<file path="config.mk">
export PLATFORM = sky130hd
export DESIGN_NAME = gearbox_narrow_wide
export DESIGN_NICKNAME = d
export VERILOG_FILES = /design/src/rtl/gearbox_narrow_wide.sv
export SDC_FILE = /design/constraint.sdc
export NUM_CORES = 1
export LEC_CHECK = 0
export CORE_UTILIZATION = 40
export DETAILED_ROUTE_END_ITERATION = 8
export HOLD_SLACK_MARGIN = 0.12
export PLACE_DENSITY = 0.74
export SYNTH_ARGS = -nofsm -noshare
export SYNTH_HDL_FRONTEND = slang
export SYNTH_SLANG_ARGS = --single-unit
</file>
<file path="constraint.sdc">
create_clock -name clk -period 1.7 [get_ports clk]
set_input_delay 0.34 -clock clk [delete_from_list [all_inputs] [get_ports clk]]
set_output_delay 0.34 -clock clk [all_outputs]
set_load 0.05 [all_outputs]
</file>
<file path="src/rtl/gearbox_narrow_wide.sv">
// Narrow-to-wide gearbox: packs IN_W-bit beats into RATIO-lane words with
// ready/valid on both sides, selectable lane order and optional partial-word flush.
module gearbox_narrow_wide #(
  parameter int IN_W      = 8,
  parameter int RATIO     = 4,
  parameter int MSB_FIRST = 1,
  parameter int FLUSH_EN  = 1
) (
  input  logic                  clk,
  input  logic                  reset_L,
  input  logic [IN_W-1:0]       data_in,
  input  logic                  valid_in,
  output logic                  ready_in,
  output logic [IN_W*RATIO-1:0] data_out,
  output logic [RATIO-1:0]      keep_out,
  output logic                  valid_out,
  input  logic                  ready_out
);

  localparam int W  = IN_W * RATIO;
  localparam int CW = (RATIO > 1) ? $clog2(RATIO) : 1;
  localparam logic [CW-1:0] CNT_LAST = CW'(RATIO - 1);

  logic [CW-1:0]    cnt_q, cnt_d;
  logic [W-1:0]     acc_q, acc_d;
  logic [RATIO-1:0] acc_keep_q, acc_keep_d;
  logic [W-1:0]     data_out_q, data_out_d;
  logic [RATIO-1:0] keep_out_q, keep_out_d;
  logic             valid_out_q, valid_out_d;

  logic [W-1:0]     merged;
  logic [RATIO-1:0] merged_keep;
  logic [RATIO-1:0] lane_hit;
  logic             out_free;
  logic             at_last;
  logic             accept;
  logic             complete;
  logic             flush;

  // Each lane knows which beat index lands in it; the accumulator plus the
  // incoming beat form the merged word without any variable shifter.
  generate
    for (genvar gi = 0; gi < RATIO; gi++) begin : g_lane
      localparam int BEAT_IDX = (MSB_FIRST != 0) ? (RATIO - 1 - gi) : gi;
      assign lane_hit[gi] = accept && (cnt_q == CW'(BEAT_IDX));
      assign merged[gi*IN_W +: IN_W] = lane_hit[gi] ? data_in : acc_q[gi*IN_W +: IN_W];
      assign merged_keep[gi] = lane_hit[gi] | acc_keep_q[gi];
    end
  endgenerate

  always_comb begin
    out_free = !valid_out_q || ready_out;
    at_last  = (cnt_q == CNT_LAST);
    ready_in = !(at_last && !out_free);
    accept   = valid_in && ready_in;
    complete = accept && at_last;
    flush    = (FLUSH_EN != 0) && !valid_in && (cnt_q != '0) && out_free;
  end

  always_comb begin
    cnt_d       = cnt_q;
    acc_d       = acc_q;
    acc_keep_d  = acc_keep_q;
    data_out_d  = data_out_q;
    keep_out_d  = keep_out_q;
    valid_out_d = valid_out_q && !ready_out;
    // A load on the same edge as a transfer simply overwrites: no bubble.
    if (complete || flush) begin
      data_out_d  = complete ? merged : acc_q;
      keep_out_d  = complete ? {RATIO{1'b1}} : acc_keep_q;
      valid_out_d = 1'b1;
      cnt_d       = '0;
      acc_d       = '0;
      acc_keep_d  = '0;
    end else if (accept) begin
      acc_d      = merged;
      acc_keep_d = merged_keep;
      cnt_d      = cnt_q + CW'(1);
    end
  end

  always_ff @(posedge clk or negedge reset_L) begin
    if (!reset_L) begin
      cnt_q       <= '0;
      acc_q       <= '0;
      acc_keep_q  <= '0;
      data_out_q  <= '0;
      keep_out_q  <= '0;
      valid_out_q <= 1'b0;
    end else begin
      cnt_q       <= cnt_d;
      acc_q       <= acc_d;
      acc_keep_q  <= acc_keep_d;
      data_out_q  <= data_out_d;
      keep_out_q  <= keep_out_d;
      valid_out_q <= valid_out_d;
    end
  end

  assign data_out  = data_out_q;
  assign keep_out  = keep_out_q;
  assign valid_out = valid_out_q;

endmodule

</file>
# Yosys cells after proc, flatten, opt, wreduce, memory -nomap -nowiden
# Index checks and enable logic that the tools add are counted.
# word_totals
reg_bits	75
output_inout_bits	38
input_bits	12
# classes
bitwise_logic	4
addsub	1
n_eq_ne	3
n_mux	13
n_reduce_logical	19
# ops
cell	n
$mux 32	3
$mux 8	4
$mux 4	3
$logic_and 1x1->1	9
$logic_not 1->1	5
$eq 2x2->1 const B	2
$mux 2	2
$or 1x1->1	4
$reduce_bool 2->1	2
$add 2x1->2 const B	1
$eq 2x1->1 const B	1
$logic_not 2->1	1
$logic_or 1x1->1	2
$mux 1	1

# Longest topological paths before layout
# logic_depth
depth_word	10
depth_mapped	8
ltp_nobuf	6

# Worst setup path before layout
# No wires, ideal clock.
# synth_path
path_kind	register to register
start	register valid_out_q (netlist: valid_out)
end	register acc_q[30]
synth_period_minus_slack_ps	1847
slack_ps	-147
stages_incl_launch_ff	5
t_arrival_ps	1769
setup_time_ps	78
required_time_ps	1622
cell_sequence	dfrtp_1 nor2b_2 nand2_1 o21ai_2 o2bb2ai_1
# synth_between
elab_chain_len	10
# synth_lines
element	line_no	text
from (decl)	29	logic valid_out_q, valid_out_d;
from (signal assigned)	96	valid_out_q <= valid_out_d;
$logic_not 1->1 (*)	52	out_free = !valid_out_q || ready_out;
$logic_or 1x1->1 (*)	52	
$logic_not 1->1 (*)	54	ready_in = !(at_last && !out_free);
$logic_and 1x1->1 (*)	54	
$logic_not 1->1 (*)	54	
net ready_in	13	output logic ready_in,
$logic_and 1x1->1 (*)	55	accept = valid_in && ready_in;
$logic_and 1x1->1	45	assign lane_hit[gi] = accept && (cnt_q == CW'(BEAT_IDX));
$mux 8	46	assign merged[gi*IN_W +: IN_W] = lane_hit[gi] ? data_in : acc_q[gi*IN_W +: IN_W];
$mux 32	75	end else if (accept) begin
$mux 32	68	if (complete || flush) begin
to (signal assigned)	85	acc_q <= '0;
to (signal assigned)	92	acc_q <= acc_d;
to (decl)	25	logic [W-1:0] acc_q, acc_d;
# Mark *: on every way through the listed nets, which the timed path passes. The rest lies on a longest branch. The select of a mux whose other input is x is not followed.
# A chain may end at the register's enable or synchronous reset.

# Worst setup path after layout
# layout_path
start	register cnt_q[1]
end	register data_out_q[14] (netlist: data_out[14])
# layout_between
elab_chain_len	7
# layout_lines
element	line_no	text
from (decl)	24	logic [CW-1:0] cnt_q, cnt_d;
from (signal assigned)	91	cnt_q <= cnt_d;
$eq 2x2->1	53	at_last = (cnt_q == CNT_LAST);
$logic_and 1x1->1	54	
$logic_not 1->1	54	
$logic_and 1x1->1	55	
$logic_and 1x1->1	45	
$mux 8	46	
$mux 32	69	data_out_d = complete ? merged : acc_q;
to (signal assigned)	94	data_out_q <= data_out_d;
to (decl)	27	logic [W-1:0] data_out_q, data_out_d;
# Several ways; a longest one is shown, not always the timed one.

==> out/metrics.csv <==
metric,value,unit
outcome,finished with violations,
violations,negative setup slack,
syn_area_per_cell,10.40,um2
fin_hold_ws,0.4821,ns
cts_root_buf,clkbuf_8,
min_to,data_out[0],
tightest_slew,0.3923,ns
slowest_stage,dfrtp_1,
dpl.cell_count,489,
cts_inserted_buffers,9,
post-route-period-util,1.005,
rows,32,
fmax,585.4,MHz
p_leak,2.139,nW
r2r_end,data_out[14],
cp-start-kind,flop,
io_buffers,49,
clkPwrFrac,0.139,
skew,0.006982,ns
hold_start,data_out[0],
setup-tns-final,-0.008141,ns
synth_area,3306,um2
synth_fp_nets,334,
setup-violations-final,1,
seq_power_share,0.334,
ff2ff_path_depth,7,
clk_pin_slew,0.08,ns
htreeDepth,3,
overflow,0,
fillers,687,
power_density,1990,nW/um2
ff2ff_setup_slack,-0.008,ns
hold_viol,0,
cts_tree,done,
synth_edf_count,0,
worstSkewPairLatency,0.35,ns
irDropWorstVdd,0.7334,mV
switching_power,0.003924,W
end_kind,flop,
pre_cts_slack,-0.2713,ns
drv_cap,0,
drive_gt1_frac,0.3123,
cp_num_buf_inv,2,
die_w,92.91,um
ys_warn_count,0,
switching_share,0.4449,
synth.distinct_cells,35,
start_util,0.4212,
ys.flop_type,dfrtp_1,
crit_path_max_incr_delay,0.39,ns
grt_pass1_vias,2639,
gp_congestion,0.7793,
crit_fanout,8,
syn_to_final_growth,34.10,%
rsz0062_at_grt,true,
stdcell_count,515,
diodes,0,
ant_nets,0,
timing.rr.start,cnt_q[1],
first_iter_violations,274,
worst_hold_path_type,flop to flop,
grt_max_degree,76,
cp_cell_sequence,"ha_2, buf_6, and2_4, and3_4, buf_4, mux2i_1, a21oi_1",
first_pass_iters,5,
finalWorstSetupSlack,-0.008141,ns
antenna_found_initial,0,
coreArea,7848,um2
die_y,92.91,um
hold-path-cell-count,2,
vias,2678,
clock_sinks,75,
worst-setup-path-type,flop to flop,
drc,0,
min_period,1.708,ns
fin_nets,424,
power.share.combinational,0.526,
cp_data_required_time,1.94,ns
drt-total-wl,7939,um
crit_family,simple AND/OR/NAND/NOR gates,
internal_power,0.004896,W
clk_path_buf_depth,2,
placed_area,4049,um2
viasPerCell,5.200,
ys_ff_latch,75,
synthCells,318,
maxSlewViolCount,0,
crit_arrival,1.95,ns
grt_use_total,0.1986,
slew_headroom,0.7385,
wl_per_cell,15.42,um
grt_pass1_wl,13050,um
ios,50,
synthArstFlopShare,1.000,
seq_area_frac_synth,0.5678,
die_area,8631,um2
fin_area,4433,um2
dpl.hpwl,5399,um
-- tightest hold or removal path, cell delays in order, from the launching register on --
cell and delay [ns]:
dfrtp_1 0.34, nand2_1 0.04, o21ai_0 0.06
-- state kept, by name, indices dropped and copies added (netlist names) --
register / count
data_out: 32
acc_q: 32
valid_out: 1
acc_keep_q: 4
cnt_q: 2
keep_out: 4
-- what timing repair did --
action / in CTS / in global routing
setup endpoints to repair: 30 / 56
cloned: 0 / 1
buffers inserted: 0 / 8
pin swaps: 0 / 5
gates resized for setup: 7 / 22
hold buffers: 1 / 0
endpoints found under the hold margin: 75 / 0
-- kinds of logic after synthesis --
logic type	share of synthesized area
simple gates	0.1624
buf+inv	0.05223
fa+ha+maj	0.01514
flops	0.5678
compound gates	0.1628
mux	0.03974
-- stage by stage --
step             util  power (W)
6_report       0.5649   0.008820
5_1_grt        0.5649   0.009381
4_1_cts        0.5424   0.008585
3_5_place_dp   0.5159   0.007305
3_3_place_gp   0.5159   0.007190
2_1_floorplan       -   0.005763
-- worst max path at each step --
| stage | start | end | slack [ns] | cells past startpoint |
|---|---|---|---|---|
| floorplan | valid_out | acc_q[30] | 0.02 | 4 |
| global route | cnt_q[1] | data_out[14] | -0.09 | 7 |
| global placement | valid_in | data_out[31] | -0.20 | 5 |
| CTS | cnt_q[0] | ready_in | 0.003 | 4 |
| detailed placement | valid_in | data_out[24] | -0.27 | 5 |
| finish | cnt_q[1] | data_out[14] | -0.008 | 7 |
-- placed cells by master, fill, tap and decap left out, types with 2 or more instances in the layout --
cell and instances:
buf_4 79, dfrtp_1 75, nand2_1 49, nor2_1 29, nand3_1 14, o21ai_0 14
a21oi_1 13, mux2i_1 12, inv_1 11, clkbuf_8 10, clkdlybuf4s50_1 10, and2_1 9
o22ai_1 9, a22oi_1 8, o2bb2ai_1 8, a222oi_1 7, a2bb2oi_1 4, o22a_1 4
buf_12 4, nand3_2 3, nor2b_4 2, and2_4 2, and3_4 2, and2_2 2
ha_2 2, clkbuf_1 2, clkinv_2 2, buf_8 2
-- layout make-up --
cell class	count	area, um2	area share
Inverter	12	45.04	0.01016
Clock buffer	12	145.1	0.03274
Sequential cell	75	1877	0.4234
Tap cell	102	127.6	0.02879
Clock inverter	4	26.28	0.005927
Timing Repair Buffer	99	854.6	0.1928
Multi-Input combinational cell	211	1358	0.3062
-- power groups by stage --
| stage | Clock [W] | Sequential (W) | Combinational, W |
|---|---|---|---|
| 3_5_place_dp | 0 | 0.00296 | 0.00434 |
| 3_3_place_gp | 0 | 0.00293 | 0.00426 |
| 4_1_cts | 0.00126 | 0.00294 | 0.00439 |
| 6_report | 0.00123 | 0.00295 | 0.00464 |
| 2_1_floorplan | 0 | 0.00410 | 0.00166 |
| 5_1_grt | 0.00135 | 0.00303 | 0.00500 |
-- routing by layer --
metal | track usage | vias to the layer above | part of all wire
met3 | 0.02874 | 13 | 0.042
met1 | 0.2748 | 1305 | 0.44
met5 | 0 | - | 0
li1 | - | 1286 | -
met2 | 0.3015 | 74 | 0.49
met4 | 0.1051 | 0 | 0.023
-- cells in the mapped netlist (2+ instances only) --
master	n	share of area
a22oi_1	8	0.018
clkbuf_1	3	0.0034
a2bb2oi_1	4	0.011
a222oi_1	7	0.021
inv_1	11	0.012
o21ai_0	14	0.021
a2111oi_2	2	0.0091
o21ai_2	2	0.0053
o2bb2ai_1	8	0.021
and2_1	12	0.023
o22a_1	4	0.011
mux2i_1	12	0.036
dfrtp_1	75	0.57
nand3_1	17	0.026
buf_6	3	0.010
ha_1	4	0.015
and3_4	2	0.0068
o22ai_1	9	0.017
nand2_1	51	0.058
a21oi_1	14	0.021
buf_2	9	0.014
nor2_1	30	0.034
buf_4	5	0.011
Note: power is estimated with default switching activity, not from simulation.
